### src/rtl/cell_stim_sequencer_pkg.sv
// Shared types, constants and the OAI221 reference function for the stimulus sequencer.
package cell_stim_sequencer_pkg;

    typedef enum logic [1:0] {
        StIdle = 2'd0,
        StRun  = 2'd1,
        StDone = 2'd2
    } state_e;

    localparam int unsigned NUM_VECTORS = 32;

    // stim[0..4] = IN1..IN5
    function automatic logic oai221_exp(logic [4:0] s);
        return ~((s[0] | s[1]) & s[4] & (s[2] | s[3]));
    endfunction

endpackage

### src/rtl/cell_stim_sequencer_if.sv
// Control, stimulus and result signals between the test controller and the sequencer.
interface cell_stim_sequencer_if #(
    parameter int unsigned CNT_W = 16
) ();
    logic             start;
    logic             abort;
    logic             gray_mode;
    logic [3:0]       num_passes;
    logic [4:0]       stim;
    logic             dut_qn;
    logic             busy;
    logic             done;
    logic [CNT_W-1:0] mismatch_cnt;
    logic [CNT_W-1:0] toggle_cnt;

    // master: controller plus the cell under test; slave: the sequencer
    modport master (
        output start, abort, gray_mode, num_passes, dut_qn,
        input  stim, busy, done, mismatch_cnt, toggle_cnt
    );

    modport slave (
        input  start, abort, gray_mode, num_passes, dut_qn,
        output stim, busy, done, mismatch_cnt, toggle_cnt
    );
endinterface

### src/rtl/cell_stim_vecgen.sv
// Vector index, binary/Gray mapping and pass counting for the stimulus sequencer.
module cell_stim_vecgen
    import cell_stim_sequencer_pkg::*;
(
    input  logic       CLK,
    input  logic       RSTB,
    input  logic       clear,
    input  logic       step,
    input  logic       gray_in,
    input  logic [3:0] passes_in,
    output logic [4:0] vec,
    output logic       last_vector,
    output logic       last_pass
);
    logic [4:0] idx_q, idx_d;
    logic [3:0] pass_q, pass_d;
    logic [3:0] last_pass_q, last_pass_d;
    logic       gray_q, gray_d;

    assign last_vector = (idx_q == 5'(NUM_VECTORS - 1));
    assign last_pass   = (pass_q == last_pass_q);
    assign vec         = gray_q ? (idx_q ^ (idx_q >> 1)) : idx_q;

    always_comb begin
        idx_d       = idx_q;
        pass_d      = pass_q;
        gray_d      = gray_q;
        last_pass_d = last_pass_q;
        if (clear) begin
            idx_d       = '0;
            pass_d      = '0;
            gray_d      = gray_in;
            // a request for zero passes runs a single pass
            last_pass_d = (passes_in == 4'd0) ? 4'd0 : passes_in - 4'd1;
        end else if (step) begin
            idx_d = idx_q + 5'd1;
            if (last_vector) begin
                pass_d = pass_q + 4'd1;
            end
        end
    end

    always_ff @(posedge CLK or negedge RSTB) begin
        if (!RSTB) begin
            idx_q       <= '0;
            pass_q      <= '0;
            gray_q      <= 1'b0;
            last_pass_q <= '0;
        end else begin
            idx_q       <= idx_d;
            pass_q      <= pass_d;
            gray_q      <= gray_d;
            last_pass_q <= last_pass_d;
        end
    end
endmodule

### src/rtl/cell_stim_sequencer.sv
// Sweeps all 32 input vectors of an OAI221 cell, counting mismatches and output toggles.
module cell_stim_sequencer
    import cell_stim_sequencer_pkg::*;
#(
    parameter int unsigned SETTLE_CYCLES = 2,
    parameter int unsigned CNT_W         = 16
) (
    input logic                  CLK,
    input logic                  RSTB,
    cell_stim_sequencer_if.slave bus
);
    localparam logic [3:0] SETTLE_LAST = 4'(SETTLE_CYCLES);

    state_e           state_q, state_d;
    logic [3:0]       settle_q, settle_d;
    logic [CNT_W-1:0] mis_q, mis_d;
    logic [CNT_W-1:0] tog_q, tog_d;
    logic             prev_q, prev_d;
    logic             seen_q, seen_d;

    logic       vg_clear, vg_step;
    logic [4:0] vec;
    logic       last_vector, last_pass;
    logic       sample;

    cell_stim_vecgen u_vecgen (
        .CLK         (CLK),
        .RSTB        (RSTB),
        .clear       (vg_clear),
        .step        (vg_step),
        .gray_in     (bus.gray_mode),
        .passes_in   (bus.num_passes),
        .vec         (vec),
        .last_vector (last_vector),
        .last_pass   (last_pass)
    );

    assign sample = (state_q == StRun) && (settle_q == SETTLE_LAST);

    always_comb begin
        state_d  = state_q;
        settle_d = settle_q;
        mis_d    = mis_q;
        tog_d    = tog_q;
        prev_d   = prev_q;
        seen_d   = seen_q;
        vg_clear = 1'b0;
        vg_step  = 1'b0;
        unique case (state_q)
            StIdle: begin
                if (bus.start) begin
                    state_d  = StRun;
                    settle_d = '0;
                    mis_d    = '0;
                    tog_d    = '0;
                    seen_d   = 1'b0;
                    vg_clear = 1'b1;
                end
            end
            StRun: begin
                // abort wins over a completing sample and leaves counters untouched
                if (bus.abort) begin
                    state_d = StIdle;
                end else if (sample) begin
                    if ((bus.dut_qn != oai221_exp(vec)) && (mis_q != '1)) begin
                        mis_d = mis_q + CNT_W'(1);
                    end
                    if (seen_q && (bus.dut_qn != prev_q) && (tog_q != '1)) begin
                        tog_d = tog_q + CNT_W'(1);
                    end
                    prev_d   = bus.dut_qn;
                    seen_d   = 1'b1;
                    settle_d = '0;
                    if (last_vector && last_pass) begin
                        state_d = StDone;
                    end else begin
                        vg_step = 1'b1;
                    end
                end else begin
                    settle_d = settle_q + 4'd1;
                end
            end
            StDone: begin
                state_d = StIdle;
            end
            default: begin
                state_d = StIdle;
            end
        endcase
    end

    always_ff @(posedge CLK or negedge RSTB) begin
        if (!RSTB) begin
            state_q  <= StIdle;
            settle_q <= '0;
            mis_q    <= '0;
            tog_q    <= '0;
            prev_q   <= 1'b0;
            seen_q   <= 1'b0;
        end else begin
            state_q  <= state_d;
            settle_q <= settle_d;
            mis_q    <= mis_d;
            tog_q    <= tog_d;
            prev_q   <= prev_d;
            seen_q   <= seen_d;
        end
    end

    assign bus.stim         = (state_q == StRun) ? vec : 5'd0;
    assign bus.busy         = (state_q == StRun);
    assign bus.done         = (state_q == StDone);
    assign bus.mismatch_cnt = mis_q;
    assign bus.toggle_cnt   = tog_q;
endmodule

### src/flat_wrapper.sv
// flat-port wrapper written by rule: the top's interface ports become plain ports
module cell_stim_sequencer_flat import cell_stim_sequencer_pkg::*;
#(
    parameter int unsigned SETTLE_CYCLES = 2,
    parameter int unsigned CNT_W         = 16
)
  (CLK, RSTB, bus_start, bus_abort, bus_gray_mode, bus_num_passes, bus_dut_qn, bus_stim, bus_busy, bus_done, bus_mismatch_cnt, bus_toggle_cnt);
  cell_stim_sequencer_if #(.CNT_W(CNT_W)) bus_i ();
  input logic CLK;
  input logic RSTB;
  input wire logic [$bits(bus_i.start)-1:0] bus_start;
  input wire logic [$bits(bus_i.abort)-1:0] bus_abort;
  input wire logic [$bits(bus_i.gray_mode)-1:0] bus_gray_mode;
  input wire logic [$bits(bus_i.num_passes)-1:0] bus_num_passes;
  input wire logic [$bits(bus_i.dut_qn)-1:0] bus_dut_qn;
  output wire logic [$bits(bus_i.stim)-1:0] bus_stim;
  output wire logic [$bits(bus_i.busy)-1:0] bus_busy;
  output wire logic [$bits(bus_i.done)-1:0] bus_done;
  output wire logic [$bits(bus_i.mismatch_cnt)-1:0] bus_mismatch_cnt;
  output wire logic [$bits(bus_i.toggle_cnt)-1:0] bus_toggle_cnt;
  assign bus_i.start = bus_start;
  assign bus_i.abort = bus_abort;
  assign bus_i.gray_mode = bus_gray_mode;
  assign bus_i.num_passes = bus_num_passes;
  assign bus_i.dut_qn = bus_dut_qn;
  assign bus_stim = bus_i.stim;
  assign bus_busy = bus_i.busy;
  assign bus_done = bus_i.done;
  assign bus_mismatch_cnt = bus_i.mismatch_cnt;
  assign bus_toggle_cnt = bus_i.toggle_cnt;
  cell_stim_sequencer #(.SETTLE_CYCLES(SETTLE_CYCLES), .CNT_W(CNT_W)) u_core (.CLK(CLK), .RSTB(RSTB), .bus(bus_i));
endmodule
### config.mk
export PLATFORM = sky130hd
export DESIGN_NAME = cell_stim_sequencer_flat
export DESIGN_NICKNAME = d
export VERILOG_FILES = /design/src/rtl/cell_stim_sequencer_pkg.sv /design/src/rtl/cell_stim_sequencer_if.sv /design/src/rtl/cell_stim_vecgen.sv /design/src/rtl/cell_stim_sequencer.sv /design/src/flat_wrapper.sv
export SDC_FILE = /design/constraint.sdc
export NUM_CORES = 1
export LEC_CHECK = 0
export BUFFER_PORTS_ARGS = -buffer_cell sky130_fd_sc_hd__buf_2
export CORE_MARGIN = 8
export CORE_UTILIZATION = 60
export DETAILED_ROUTE_END_ITERATION = 8
export PLACE_DENSITY = 0.84
export SYNTH_ARGS = -nofsm -noshare
export SYNTH_HDL_FRONTEND = slang
export SYNTH_SLANG_ARGS = --single-unit
export TNS_END_PERCENT = 20
### constraint.sdc
create_clock -name CLK -period 3.75 [get_ports CLK]
set_input_delay 0.5625 -clock CLK [delete_from_list [all_inputs] [get_ports CLK]]
set_output_delay 0.5625 -clock CLK [all_outputs]
set_load 0.02 [all_outputs]
==> flow_metrics.tcl, run 1 <==
set metrics [dict create \
    yosysWarnings 0 \
    timing.rr.start "u_core.u_vecgen.idx_q[0]$_DFFE_PN0P_" \
    cp-start-kind "flop" \
    cts_root_buf "clkbuf_8" \
    drt_iter0_markers 142 \
    crit-reg2reg-capture "u_core.bus.mismatch_cnt[10]$_DFFE_PN0P_" \
    die_x_um 86.44 \
    fin_ws_ns 1.181 \
    h-tree-depth 2 \
    period_share_pct 68.51 \
    antenna_found_initial 0 \
    track_usage_pct 18.31 \
    drt-wirelength-per-cell_um 14.96 \
    nNetsFinal 393 \
    power_density_nw_per_um2 368.4 \
    nFillCells 387 \
    wirelength_um 6611 \
    critPathKind "reg -> out" \
    vias_per_cell 5.792 \
    clkLatencyLatePin_ns 0.31 \
    rows 25 \
    start_util_pct 62.61 \
    grt_max_degree 34 \
    synth-seq-area-share_pct 45.40 \
    tritoncts "done" \
    die_height_um 86.44 \
    port_buffers 48 \
    layout_common_cells "54 x dfrtp_1, 48 x buf_2, 42 x nand2_1, 36 x nor2_1" \
    ant_nets 0 \
    tightest_slew_ns 0.7734 \
    ff2ff_path_depth 7 \
    layout.cells.most_common "dfrtp_1" \
    diodes 0 \
    cp.required_ns 3.19 \
    hold_viol_final 0 \
    cp-end-kind "output pin" \
    area_growth_pct 13.20 \
    syn_nets 345 \
    cts.repair.resized 0 \
    first_pass_iters 4 \
    avgSynthCellArea_um2 9.131 \
    synth-edff-count 0 \
    drc 0 \
    vias 2560 \
    final_core_util_pct 70.87 \
    io_pins 49 \
    peakVddDrop_uv 213.8 \
    core_um2 4755 \
    place_ws_ns 1.256 \
    tns_ns 0 \
    maxSlewViolCount 0 \
    cts_setup_buffers 0 \
    clk_path_buf_depth 2 \
    slew_headroom_pct 48.31 \
    setup_viol 0 \
    clkTransAtPathRegs_ns 0.10 \
    synth_flop_cell "dfrtp_1" \
    hpwl_um 4938 \
    grt_pass1_vias 2492 \
    grt_pass1_wl_um 11190 \
    ys_types 55 \
    p_leak_nw 1.611 \
    crit_end "bus_stim[4]" \
    cp_max_fo 13 \
    drive_above_1_share_pct 18.67 \
    ys_ff_latch 54 \
    cts_num_sinks 54 \
    power.total_mw 1.241 \
    outcome "complete, no violations" \
    fp.dieArea_um2 7471 \
    netlist_instances 326 \
    max_freq_ghz 0.3892 \
    r2r_slack_ns 1.25 \
    max_cap_violations 0 \
    place_congestion 0.8583 \
    cts_buffers 5 \
    min_path_type "in -> async" \
    arrival_ns 2.01 \
    cts_hold_buf 0 \
    rsz0062_at_grt "no" \
    worstSetupStartpoint "u_core.state_q[1]$_DFFE_PN0P_" \
    synthArstFlopShare_pct 100.0 \
    post-route-min-period_ns 2.569 \
    finalClockSkew_ns 0.01012 \
    syn_area_um2 2977 \
    grt_overflow_total 0 \
]
-- cell usage after synthesis, drive strengths merged (7+ instances only) --
master	n	area, um2
nand2	43	168.9
dfrtp	54	1351
nor2	36	135.1
a31oi	15	93.84
or3	7	43.79
o21ai	25	128.9
a21oi	8	40.04
nor3	8	51.30
clkbuf	7	26.28
nand3	21	105.1
inv	12	45.04
xor2	13	113.9
ha	9	112.6
-- critical path, cell delays in order, from the launching register on --
cell,delay [ns]
dfrtp_1,0.45
nand2b_1,0.49
inv_1,0.35
and2_1,0.25
buf_2,0.15
-- logic make-up after synthesis --
group	after synthesis	share of synthesized area, %
XOR/XNOR	17	5.002
multiplexers	5	1.681
AO/OA/AOI/OAI	72	15.55
flip-flops	54	45.40
buffers and inverters	21	3.027
AND/OR/NAND/NOR	148	25.56
adder cells (fa/ha/maj)	9	3.783
-- layer usage --
metal  wire length (um)  up-vias  GRT usage, %  share of wire, %
met5                  0        -             0                 0
met2               3002       81         29.03                45
met4                 59        0         5.321              0.89
met3                470        7         4.631               7.1
li1                   -     1263             -                 -
met1               3078     1209         23.97                47
-- through the flow --
| step | hold WS (ns) | cells | cell area (um2) |
|---|---|---|---|
| 3_3_place_gp | 0.4654 | 434 | 3271 |
| 5_1_grt | 0.2345 | 442 | 3369 |
| 2_1_floorplan | 0.2669 | 326 | 2977 |
| 3_5_place_dp | 0.4902 | 434 | 3271 |
| 4_1_cts | 0.2128 | 442 | 3369 |
| 6_report | 0.1950 | 442 | 3369 |
-- cell type report --
type | instances | area (um2) | share of cell area, %
flip-flops and latches | 54 | 1351 | 40.10
clock inverters | 2 | 16.27 | 0.4827
repair buffers | 50 | 255.2 | 7.575
well taps | 67 | 83.83 | 2.488
multi-input cells | 251 | 1535 | 45.56
clock buffers | 6 | 82.58 | 2.451
inverters | 12 | 45.04 | 1.337
-- report_power, final --
group / internal, mW / switching [mW] / total (mW)
logic: 0.0816 / 0.135 / 0.217
clock network: 0.153 / 0.203 / 0.356
registers: 0.623 / 0.0455 / 0.669
-- registers in the layout (all words and copies together) (netlist names) --
name and count:
u_core.seen_q 1, u_core.state_q 2, u_core.bus.mismatch_cnt 16, u_core.bus.toggle_cnt 16
u_core.u_vecgen.pass_q 4, u_core.u_vecgen.gray_q 1, u_core.settle_q 4, u_core.prev_q 1
u_core.u_vecgen.idx_q 5, u_core.u_vecgen.last_pass_q 4
-- worst min path at each step --
stage | cells after the start | startpoint | endpoint | slack, ns
after floorplan | 0 | RSTB | u_core.bus.mismatch_cnt[0]$_DFFE_PN0P_ | 0.27
after global placement | 1 | u_core.seen_q$_DFFE_PN0P_ | u_core.seen_q$_DFFE_PN0P_ | 0.47
after detailed placement | 1 | u_core.bus.mismatch_cnt[11]$_DFFE_PN0P_ | u_core.bus.mismatch_cnt[11]$_DFFE_PN0P_ | 0.49
after CTS | 1 | RSTB | u_core.u_vecgen.last_pass_q[1]$_DFFE_PN0P_ | 0.21
after global routing | 1 | RSTB | u_core.u_vecgen.last_pass_q[1]$_DFFE_PN0P_ | 0.23
final | 1 | RSTB | u_core.u_vecgen.last_pass_q[1]$_DFFE_PN0P_ | 0.19
(Power assumes the default switching activity.)
==> inputs of run 2 (changes only) <==
--- a/config.mk
+++ b/config.mk
@@ -7,9 +7,9 @@
 export LEC_CHECK = 0
 export BUFFER_PORTS_ARGS = -buffer_cell sky130_fd_sc_hd__buf_2
 export CORE_MARGIN = 8
-export CORE_UTILIZATION = 60
+export CORE_UTILIZATION = 56
 export DETAILED_ROUTE_END_ITERATION = 8
-export PLACE_DENSITY = 0.84
+export PLACE_DENSITY = 0.79
 export SYNTH_ARGS = -nofsm -noshare
 export SYNTH_HDL_FRONTEND = slang
 export SYNTH_SLANG_ARGS = --single-unit
==> constraint.sdc (replaced) <==
create_clock -name CLK -period 2.6 [get_ports CLK]
set_input_delay 0.39 -clock CLK [delete_from_list [all_inputs] [get_ports CLK]]
set_output_delay 0.39 -clock CLK [all_outputs]
set_load 0.02 [all_outputs]
==> run 2 against run 1 <==
Net effect:
- clock skew down 0.0030 ns
- sequential share of layout area down 0.76 points
- global-route usage up 0.62 points
- sequential cell count unchanged
- critical path depth up 3
- critical path type is now reg -> reg
- critical endpoint is now u_core.bus.mismatch_cnt[6]$_DFFE_PN0P_
- largest power group unchanged
==> flow_metrics.tcl, run 2 (synthesis results as in run 1) <==
set metrics [dict create \
    ant_nets 0 \
    place_congestion 0.8167 \
    p_switching_mw 0.5524 \
    cp.required_ns 2.85 \
    tightest_slew_ns 0.5476 \
    h-tree-depth 2 \
    layout_common_cells "54 x dfrtp_1, 48 x buf_2, 42 x nand2_1, 36 x nor2_1" \
    cts_buffers 5 \
    diodes 0 \
    outcome "complete, no violations" \
    arrival_ns 2.69 \
    track_usage_pct 18.93 \
    tns_ns 0 \
    area_growth_pct 15.38 \
    io_pins 49 \
    grt_pass1_wl_um 11910 \
    dp.cells 443 \
    max_freq_ghz 0.4086 \
    final_area_um2 3435 \
    cp-start-kind "flop" \
    hpwl_um 5096 \
    final_cells 452 \
    cts_num_sinks 54 \
    power.internal_mw 1.216 \
    clkLatencyLatePin_ns 0.31 \
    port_buffers 48 \
    switching_share_pct 31.24 \
    antenna_found_initial 0 \
    maxSlewViolCount 0 \
    route.met2.wl_um 3318 \
    die_height_um 88.91 \
    nNetsFinal 400 \
    wl_met3_um 382 \
    drc 0 \
    vias_per_cell 5.750 \
    setup_viol 0 \
    cp-end-kind "flop" \
    finalClockSkew_ns 0.007165 \
    final_core_util_pct 67.25 \
    drt-wirelength-per-cell_um 15.30 \
    vias 2599 \
    clkPwrFrac_pct 27.0 \
    power_density_nw_per_um2 514.8 \
    critPathKind "reg -> reg" \
    first_pass_iters 4 \
    cp_max_fo 15 \
    hold_viol_final 0 \
    min_path_type "in -> reg" \
    grt_pass1_vias 2606 \
    place_area_um2 3319 \
    core_um2 5107 \
    met1_length_um 3150 \
    grt_overflow_total 0 \
    start_util_pct 58.28 \
    fp.dieArea_um2 7904 \
    wirelength_um 6916 \
    drt_iter0_markers 135 \
    cts_root_buf "clkbuf_8" \
    power.total_mw 1.768 \
    grt_max_degree 25 \
    fin_hold_ws_ns 0.2637 \
    rows 26 \
    slew_headroom_pct 63.40 \
    p_leak_nw 1.643 \
    peakVddDrop_uv 271.5 \
    clk_path_buf_depth 2 \
    post-route-min-period_ns 2.448 \
    period_share_pct 94.14 \
    drive_above_1_share_pct 19.90 \
    fin_ws_ns 0.1525 \
    highest_layer "met4" \
    max_cap_violations 0 \
    die_x_um 88.91 \
    rsz0062_at_grt "no" \
    layout.cells.most_common "dfrtp_1" \
    clkTransAtPathRegs_ns 0.10 \
    pwr-share-comb_pct 18.4 \
    seqPwrFrac_pct 54.6 \
    place_ws_ns 0.1214 \
    tritoncts "done" \
]
-- run 2: critical path, stage by stage (launching register included) --
cell	delay, ns
dfrtp_1	0.46
ha_1	0.35
or3b_1	0.38
o311a_1	0.17
a211oi_4	0.28
o21ai_4	0.17
or4_1	0.50
o21ai_1	0.08
-- run 2: what timing repair did --
item,CTS,global route
hold buffers,1,0
endpoints found under the setup margin,0,13
resized for setup,0,2
buffers inserted,0,0
endpoints found under the hold margin,13,0
-- run 2: layer usage --
layer	up-vias	track usage (%)
met4	0	7.373
met1	1259	23.33
met2	61	31.27
met5	-	0
li1	1274	-
met3	5	4.320
-- run 2: final cells by class --
cell class / instances / area [um2]
Sequential cell: 54 / 1351
Fill cell: 412 / 1673
Clock inverter: 3 / 21.27
Multi-Input combinational cell: 251 / 1550
Tap cell: 70 / 87.58
Inverter: 12 / 45.04
Timing Repair Buffer: 57 / 310.3
Clock buffer: 5 / 68.82
-- run 2: final timing paths --
| kind | start | endpoint | slack, ns | cells past startpoint |
|---|---|---|---|---|
| worst min-delay path | bus_gray_mode | u_core.u_vecgen.gray_q$_DFFE_PN0P_ | 0.26 | 3 |
| min in group asynchronous | RSTB | u_core.u_vecgen.last_pass_q[2]$_DFFE_PN0P_ | 0.49 | 2 |
| worst min register to register | u_core.seen_q$_DFFE_PN0P_ | u_core.seen_q$_DFFE_PN0P_ | 0.50 | 1 |
| worst max register to register | u_core.u_vecgen.idx_q[0]$_DFFE_PN0P_ | u_core.bus.mismatch_cnt[6]$_DFFE_PN0P_ | 0.15 | 7 |
| worst max-delay path | u_core.u_vecgen.idx_q[0]$_DFFE_PN0P_ | u_core.bus.mismatch_cnt[6]$_DFFE_PN0P_ | 0.15 | 7 |
| max in group asynchronous | RSTB | u_core.settle_q[1]$_DFFE_PN0P_ | 1.52 | 3 |
-- run 2: power by group through the flow --
stage | Clock (mW) | Combinational (mW) | Sequential, mW
after floorplan | 0 | 0.227 | 0.971
after global routing | 0.519 | 0.368 | 0.975
after CTS | 0.488 | 0.324 | 0.964
final | 0.478 | 0.325 | 0.965
after global placement | 0 | 0.314 | 0.977
after detailed placement | 0 | 0.323 | 0.979
